File: src/rtl/axi_lite_master_cmd.sv
// axi_lite_master_cmd
//   AXI4-Lite initiator that turns a single-beat command/response stream into
//   AXI4-Lite read and write transactions, one outstanding at a time.
//
// Ports
//   aclk, areset           : clock, synchronous active-high reset
//   cmd_valid/cmd_ready    : command handshake
//   cmd_write/addr/wdata   : command payload (1 = write, 0 = read)
//   rsp_valid/rsp_ready    : response handshake
//   rsp_write/rdata/resp   : response payload (rdata is 0 for writes)
//   m_axi_lite_*           : AXI4-Lite master AW, W, B, AR and R channels
//   err_timeout            : sticky no-response flag
//
// Optional feature
//   AXI_LITE_MASTER_TIMEOUT_EN
//     When defined, a cycle counter sets err_timeout after P_TIMEOUT cycles
//     without the transaction completing. When undefined, err_timeout is 0.
//
// Every output is a flop, so there is no combinational input-to-output path.
module axi_lite_master_cmd #(
  parameter int P_ADDR_WIDTH = 32,
  parameter int P_DATA_WIDTH = 32,
  parameter int P_TIMEOUT    = 1024
) (
  input  logic                    aclk,
  input  logic                    areset,
  input  logic                    cmd_valid,
  output logic                    cmd_ready,
  input  logic                    cmd_write,
  input  logic [P_ADDR_WIDTH-1:0] cmd_addr,
  input  logic [P_DATA_WIDTH-1:0] cmd_wdata,
  output logic                    rsp_valid,
  input  logic                    rsp_ready,
  output logic                    rsp_write,
  output logic [P_DATA_WIDTH-1:0] rsp_rdata,
  output logic [1:0]              rsp_resp,
  output logic [P_ADDR_WIDTH-1:0] m_axi_lite_awaddr,
  output logic                    m_axi_lite_awvalid,
  input  logic                    m_axi_lite_awready,
  output logic [P_DATA_WIDTH-1:0] m_axi_lite_wdata,
  output logic                    m_axi_lite_wvalid,
  input  logic                    m_axi_lite_wready,
  input  logic [1:0]              m_axi_lite_bresp,
  input  logic                    m_axi_lite_bvalid,
  output logic                    m_axi_lite_bready,
  output logic [P_ADDR_WIDTH-1:0] m_axi_lite_araddr,
  output logic                    m_axi_lite_arvalid,
  input  logic                    m_axi_lite_arready,
  input  logic [P_DATA_WIDTH-1:0] m_axi_lite_rdata,
  input  logic [1:0]              m_axi_lite_rresp,
  input  logic                    m_axi_lite_rvalid,
  output logic                    m_axi_lite_rready,
  output logic                    err_timeout
);

  typedef enum logic [2:0] {
    S_IDLE,
    S_WR_AW_W,
    S_WR_B,
    S_RD_AR,
    S_RD_R,
    S_RSP
  } state_t;

  state_t                  state_q,     state_d;
  logic                    cmd_ready_q, cmd_ready_d;
  logic [P_ADDR_WIDTH-1:0] awaddr_q,    awaddr_d;
  logic                    awvalid_q,   awvalid_d;
  logic [P_DATA_WIDTH-1:0] wdata_q,     wdata_d;
  logic                    wvalid_q,    wvalid_d;
  logic                    bready_q,    bready_d;
  logic [P_ADDR_WIDTH-1:0] araddr_q,    araddr_d;
  logic                    arvalid_q,   arvalid_d;
  logic                    rready_q,    rready_d;
  logic                    rsp_valid_q, rsp_valid_d;
  logic                    rsp_write_q, rsp_write_d;
  logic [P_DATA_WIDTH-1:0] rsp_rdata_q, rsp_rdata_d;
  logic [1:0]              rsp_resp_q,  rsp_resp_d;

  logic cmd_accept;
  logic aw_done;
  logic w_done;

  // cmd_ready_q is only ever high in IDLE, so this is the accept strobe.
  assign cmd_accept = cmd_valid & cmd_ready_q;
  assign aw_done    = awvalid_q & m_axi_lite_awready;
  assign w_done     = wvalid_q & m_axi_lite_wready;

  always_comb begin
    state_d     = state_q;
    cmd_ready_d = cmd_ready_q;
    awaddr_d    = awaddr_q;
    awvalid_d   = awvalid_q;
    wdata_d     = wdata_q;
    wvalid_d    = wvalid_q;
    bready_d    = bready_q;
    araddr_d    = araddr_q;
    arvalid_d   = arvalid_q;
    rready_d    = rready_q;
    rsp_valid_d = rsp_valid_q;
    rsp_write_d = rsp_write_q;
    rsp_rdata_d = rsp_rdata_q;
    rsp_resp_d  = rsp_resp_q;

    case (state_q)
      S_IDLE: begin
        // The first IDLE cycle after reset has cmd_ready low; raise it here.
        cmd_ready_d = 1'b1;
        if (cmd_accept) begin
          cmd_ready_d = 1'b0;
          if (cmd_write) begin
            awaddr_d  = cmd_addr;
            wdata_d   = cmd_wdata;
            awvalid_d = 1'b1;
            wvalid_d  = 1'b1;
            state_d   = S_WR_AW_W;
          end else begin
            araddr_d  = cmd_addr;
            arvalid_d = 1'b1;
            state_d   = S_RD_AR;
          end
        end
      end

      S_WR_AW_W: begin
        // AW and W complete independently; leave once neither is pending,
        // which also covers both finishing on the same edge.
        if (aw_done) awvalid_d = 1'b0;
        if (w_done)  wvalid_d  = 1'b0;
        if ((aw_done || !awvalid_q) && (w_done || !wvalid_q)) begin
          bready_d = 1'b1;
          state_d  = S_WR_B;
        end
      end

      S_WR_B: begin
        if (m_axi_lite_bvalid) begin
          bready_d    = 1'b0;
          rsp_valid_d = 1'b1;
          rsp_write_d = 1'b1;
          rsp_rdata_d = '0;
          rsp_resp_d  = m_axi_lite_bresp;
          state_d     = S_RSP;
        end
      end

      S_RD_AR: begin
        if (m_axi_lite_arready) begin
          arvalid_d = 1'b0;
          rready_d  = 1'b1;
          state_d   = S_RD_R;
        end
      end

      S_RD_R: begin
        if (m_axi_lite_rvalid) begin
          rready_d    = 1'b0;
          rsp_valid_d = 1'b1;
          rsp_write_d = 1'b0;
          rsp_rdata_d = m_axi_lite_rdata;
          rsp_resp_d  = m_axi_lite_rresp;
          state_d     = S_RSP;
        end
      end

      S_RSP: begin
        if (rsp_ready) begin
          rsp_valid_d = 1'b0;
          cmd_ready_d = 1'b1;
          state_d     = S_IDLE;
        end
      end

      default: begin
        state_d     = S_IDLE;
        cmd_ready_d = 1'b0;
        awvalid_d   = 1'b0;
        wvalid_d    = 1'b0;
        bready_d    = 1'b0;
        arvalid_d   = 1'b0;
        rready_d    = 1'b0;
        rsp_valid_d = 1'b0;
      end
    endcase
  end

  always_ff @(posedge aclk) begin
    if (areset) begin
      state_q     <= S_IDLE;
      cmd_ready_q <= 1'b0;
      awaddr_q    <= '0;
      awvalid_q   <= 1'b0;
      wdata_q     <= '0;
      wvalid_q    <= 1'b0;
      bready_q    <= 1'b0;
      araddr_q    <= '0;
      arvalid_q   <= 1'b0;
      rready_q    <= 1'b0;
      rsp_valid_q <= 1'b0;
      rsp_write_q <= 1'b0;
      rsp_rdata_q <= '0;
      rsp_resp_q  <= 2'b00;
    end else begin
      state_q     <= state_d;
      cmd_ready_q <= cmd_ready_d;
      awaddr_q    <= awaddr_d;
      awvalid_q   <= awvalid_d;
      wdata_q     <= wdata_d;
      wvalid_q    <= wvalid_d;
      bready_q    <= bready_d;
      araddr_q    <= araddr_d;
      arvalid_q   <= arvalid_d;
      rready_q    <= rready_d;
      rsp_valid_q <= rsp_valid_d;
      rsp_write_q <= rsp_write_d;
      rsp_rdata_q <= rsp_rdata_d;
      rsp_resp_q  <= rsp_resp_d;
    end
  end

`ifdef AXI_LITE_MASTER_TIMEOUT_EN
  localparam int CNT_W = $clog2(P_TIMEOUT + 1);

  logic [CNT_W-1:0] cnt_q, cnt_d;
  logic             err_timeout_q, err_timeout_d;
  logic             busy;

  assign busy = (state_q == S_WR_AW_W) || (state_q == S_WR_B) ||
                (state_q == S_RD_AR)   || (state_q == S_RD_R);

  // The count is cleared by the accept edge, so the first cycle of the
  // transaction sees 0 and the flag rises on the edge that takes the count
  // to P_TIMEOUT. The counter saturates; the FSM keeps waiting regardless.
  always_comb begin
    cnt_d         = cnt_q;
    err_timeout_d = err_timeout_q;
    if (cmd_accept) begin
      cnt_d         = '0;
      err_timeout_d = 1'b0;
    end else if (busy && (cnt_q != CNT_W'(P_TIMEOUT))) begin
      cnt_d = cnt_q + CNT_W'(1);
      if (cnt_q == CNT_W'(P_TIMEOUT - 1)) err_timeout_d = 1'b1;
    end
  end

  always_ff @(posedge aclk) begin
    if (areset) begin
      cnt_q         <= '0;
      err_timeout_q <= 1'b0;
    end else begin
      cnt_q         <= cnt_d;
      err_timeout_q <= err_timeout_d;
    end
  end

  assign err_timeout = err_timeout_q;
`else
  logic unused_timeout_cfg;
  assign unused_timeout_cfg = ^P_TIMEOUT;
  assign err_timeout        = 1'b0;
`endif

  assign cmd_ready          = cmd_ready_q;
  assign m_axi_lite_awaddr  = awaddr_q;
  assign m_axi_lite_awvalid = awvalid_q;
  assign m_axi_lite_wdata   = wdata_q;
  assign m_axi_lite_wvalid  = wvalid_q;
  assign m_axi_lite_bready  = bready_q;
  assign m_axi_lite_araddr  = araddr_q;
  assign m_axi_lite_arvalid = arvalid_q;
  assign m_axi_lite_rready  = rready_q;
  assign rsp_valid          = rsp_valid_q;
  assign rsp_write          = rsp_write_q;
  assign rsp_rdata          = rsp_rdata_q;
  assign rsp_resp           = rsp_resp_q;

endmodule

File: config.mk
export PLATFORM = sky130hd
export DESIGN_NAME = axi_lite_master_cmd
export DESIGN_NICKNAME = d
export VERILOG_FILES = /design/src/rtl/axi_lite_master_cmd.sv
export SDC_FILE = /design/constraint.sdc
export NUM_CORES = 1
export LEC_CHECK = 0
export BUFFER_PORTS_ARGS = -buffer_cell sky130_fd_sc_hd__buf_2
export CORE_ASPECT_RATIO = 0.5
export CORE_MARGIN = 1.5
export CORE_UTILIZATION = 30
export CTS_CLUSTER_SIZE = 25
export DETAILED_ROUTE_END_ITERATION = 12
export SLEW_MARGIN = 15
export SYNTH_ARGS = -nofsm -noshare
export SYNTH_HDL_FRONTEND = slang
export SYNTH_SLANG_ARGS = --single-unit
File: constraint.sdc
create_clock -name aclk -period 3.9 [get_ports aclk]
set_clock_uncertainty 0.1 [all_clocks]
set_input_delay 0.195 -clock aclk [delete_from_list [all_inputs] [get_ports aclk]]
set_output_delay 0.195 -clock aclk [all_outputs]
set_load 0.01 [all_outputs]
==> run metrics <==
Setup Total Neg Slack=0 ns; wire length of the first global-routing pass=26,900 um; clock-pin slew on the worst setup and hold paths=0.07 ns; average wire per cell in the routed design=13.9 um; synthesized netlist net count=777; sinks on the clock net=141; largest cells by area after synthesis=sky130_fd_sc_hd__dfxtp_1, sky130_fd_sc_hd__nand2_1, sky130_fd_sc_hd__a21oi_1; maxcap violations=0; Yosys warning count=0; total die area=18,400 um^2; FFs w/ async S/R, synth=0%; final layout net count=1,094; share of the yosys chip area belonging to registers=53.6%; Vias per Instance=4.60; number of antenna repair diodes=0; shortest clock period the worst path allows after layout=about 2.5 ns; H-tree depth reported by CTS=4; clock latency at the later pin of the worst-skew pair=0.40 ns; detailed placement HPWL=~11,000 um; placer congestion estimate=0.787; maximum operating frequency=0.404 GHz; overall power=4.25 mW; Cell Count, Final, Fillers Out=roughly 1,200; floorplan core area=16,800 um^2; number of clock buffers inserted by TritonCTS=17; number of global-route vias before repair=approximately 5,300; max-slew headroom at the worst pin=28.7%; effective utilization at floorplan=31.4%; pins over their slew limit=0; Core Rows=33; total of flip-flops plus latches after synthesis=141; Max VDD drop=~0.31 mV; number of input and output port buffers inserted=247; filler instances=1,668; placed standard-cell area=roughly 6600 um^2; share of the clock period used by the worst path after layout=63.5%; post-synthesis cell area=5270 um^2; DRC violations left=0; average instance area after synthesis=7.92 um^2; footprint of the multi-input gates=2190 um^2; class of the tightest hold or removal check=input pin to flop; total of endpoints with negative setup slack in the final report=0; number of enable-type register cells in the synthesized netlist=0; number of search-and-repair iterations in the first detailed-routing pass=4; most used flip-flop cell after synthesis=sky130_fd_sc_hd__dfxtp_1; TritonCTS clock tree=built; final hold slack=0.0358 ns; critical-path maximum fanout=19; setup repair after global routing missed its margin=false; Setup crit end kind=flop; GRT Residual Overflow=0; total length of routed wires=roughly 17,000 um; worst setup path category=flop to flop; footprint of the flip-flops and latches=2820 um^2; area grow syn2layout=55.2%; remaining number of nets flagged by the antenna check after routing=0; hold violation total from the final report=0; power density of the placed cells=about 520 nW/um^2; status=complete, no violations; signal arrival time at the worst endpoint=2.69 ns; number of library cell types mapped by synthesis=41; top cell type by total area after synthesis=sky130_fd_sc_hd__dfxtp_1; reported leakage power=3.51 nW; data required time of the critical path=4.12 ns; number of primary I/O pins=approximately 250; initial antenna violation count=0; die width=190 um; worst slew pin tran=between 1 and 1.5 ns; Non-Filler Cell Area, Final=8170 um^2; vias=~5,600; clock root buffer master=sky130_fd_sc_hd__clkbuf_16; GRT Overall Usage=a little under a fifth; register-to-register setup slack=1.42 ns; number of design-rule violations left by the first detailed-router iteration=323; fraction of final layout cells with drive strength greater than 1=29.3%; gate count after technology mapping=665; buffers inserted during post-CTS setup optimization=0; y dimension of the die=96.7 um; share of Yosys cell area claimed by the top area cell type=53.6%; pin count of the biggest net entering global routing=99; Placed Cells=1,094; Bufs on Longest Clock Path=2; kind of start point of the critical path=flop
state kept, by name, summed over array words and instances (netlist names):
register and flops:
m_axi_lite_awaddr 32, m_axi_lite_bready 1, state_q 3, rsp_resp 2
m_axi_lite_wdata 32, cmd_ready 1, m_axi_lite_awvalid 1, m_axi_lite_arvalid 1
m_axi_lite_wvalid 1, rsp_write 1, m_axi_lite_rready 1, m_axi_lite_araddr 32
rsp_rdata 32, rsp_valid 1
report_power, final:
part	leakage [nW]	internal, mW	switching [mW]	total, mW
Sequential	1.14	1.56	0.114	1.68
Clock	0.287	1.03	0.647	1.68
Combinational	2.08	0.366	0.525	0.891
Total	3.51	2.96	1.29	4.25
worst max-delay path, stage by stage (launching register included):
cell and delay, ns:
sky130_fd_sc_hd__dfxtp_1 0.69, sky130_fd_sc_hd__inv_1 0.27, sky130_fd_sc_hd__nor3_4 0.67, sky130_fd_sc_hd__buf_4 0.36, sky130_fd_sc_hd__nand3_1 0.11, sky130_fd_sc_hd__a21oi_1 0.17
kinds of logic after synthesis:
kind of cell | Yosys count | share of synthesized area, %
buf+inv | 57 | 5.20
fa+ha+maj | 2 | 0.475
simple gates | 302 | 23.9
compound gates | 158 | 16.0
xor+xnor | 1 | 0.166
flops | 141 | 53.6
mux | 3 | 0.594
other cells | 1 | 0.0712
repair_timing:
action	CTS	global route
resized for setup	0	0
hold buffers	96	0
hold endpoints to repair	128	0
through the flow:
stage                     util, %  setup slack, ns
after detailed placement     39.4             1.47
final                        48.7             1.42
after floorplan                 -             2.20
after CTS                    48.7             1.44
after global placement       39.4             1.61
after global routing         48.7             1.23
routing by layer:
| metal | GRT usage [%] | wire, um | vias to the layer above |
|---|---|---|---|
| met5 | 0 | 0 | - |
| met4 | 8.36 | 495 | 0 |
| met3 | 5.04 | 838 | 37 |
| met2 | 30.7 | 8360 | 170 |
| met1 | 21.8 | 7290 | 2585 |
| li1 | - | - | 2830 |
layout by cell type, fill, tap and decap left out, types with 3 or more instances in the layout:
cell type,n
sky130_fd_sc_hd__buf_2,246
sky130_fd_sc_hd__nand2_1,231
sky130_fd_sc_hd__dfxtp_1,141
sky130_fd_sc_hd__a21oi_1,137
sky130_fd_sc_hd__dlygate4sd3_1,96
sky130_fd_sc_hd__nand3_1,35
sky130_fd_sc_hd__clkbuf_16,17
sky130_fd_sc_hd__nor2_1,13
sky130_fd_sc_hd__buf_4,8
sky130_fd_sc_hd__inv_1,5
sky130_fd_sc_hd__nor3_1,5
sky130_fd_sc_hd__a211oi_1,4
sky130_fd_sc_hd__a31oi_1,4
sky130_fd_sc_hd__o21ai_0,3
sky130_fd_sc_hd__clkinvlp_4,3
sky130_fd_sc_hd__clkinv_4,3
sky130_fd_sc_hd__bufinv_16,3
cell usage after synthesis (2+ instances only):
cell type	instances
sky130_fd_sc_hd__a211oi_1	4
sky130_fd_sc_hd__ha_1	2
sky130_fd_sc_hd__mux2i_1	2
sky130_fd_sc_hd__inv_1	5
sky130_fd_sc_hd__clkbuf_1	26
sky130_fd_sc_hd__and3_1	2
sky130_fd_sc_hd__nand3_1	35
sky130_fd_sc_hd__a31oi_1	4
sky130_fd_sc_hd__buf_6	4
sky130_fd_sc_hd__buf_2	21
sky130_fd_sc_hd__o21ai_0	3
sky130_fd_sc_hd__a21oi_1	137
sky130_fd_sc_hd__nor2b_1	2
sky130_fd_sc_hd__nor2_1	13
sky130_fd_sc_hd__nor3_1	5
sky130_fd_sc_hd__nand2b_1	2
sky130_fd_sc_hd__dfxtp_1	141
sky130_fd_sc_hd__a21oi_2	2
sky130_fd_sc_hd__a2111oi_0	2
sky130_fd_sc_hd__nand3b_1	2
sky130_fd_sc_hd__nand2_1	231
cell type report:
class	instances	area share (%)
Clock buffer	20	5.47
Clock inverter	12	1.98
Inverter	5	0.230
Sequential cell	141	34.5
Timing Repair Buffer	350	27.6
Tap cell	227	3.48
Multi-Input combinational cell	467	26.7
worst paths after layout:
kind	startpoint	endpoint	depth (start not counted)
max	state_q[2]	rsp_rdata[2]	5
min	m_axi_lite_rvalid	rsp_write	4
max reg2reg	state_q[2]	rsp_rdata[2]	5
min reg2reg	rsp_rdata[6]	rsp_rdata[6]	2
Power figures use the tool's default switching activity.
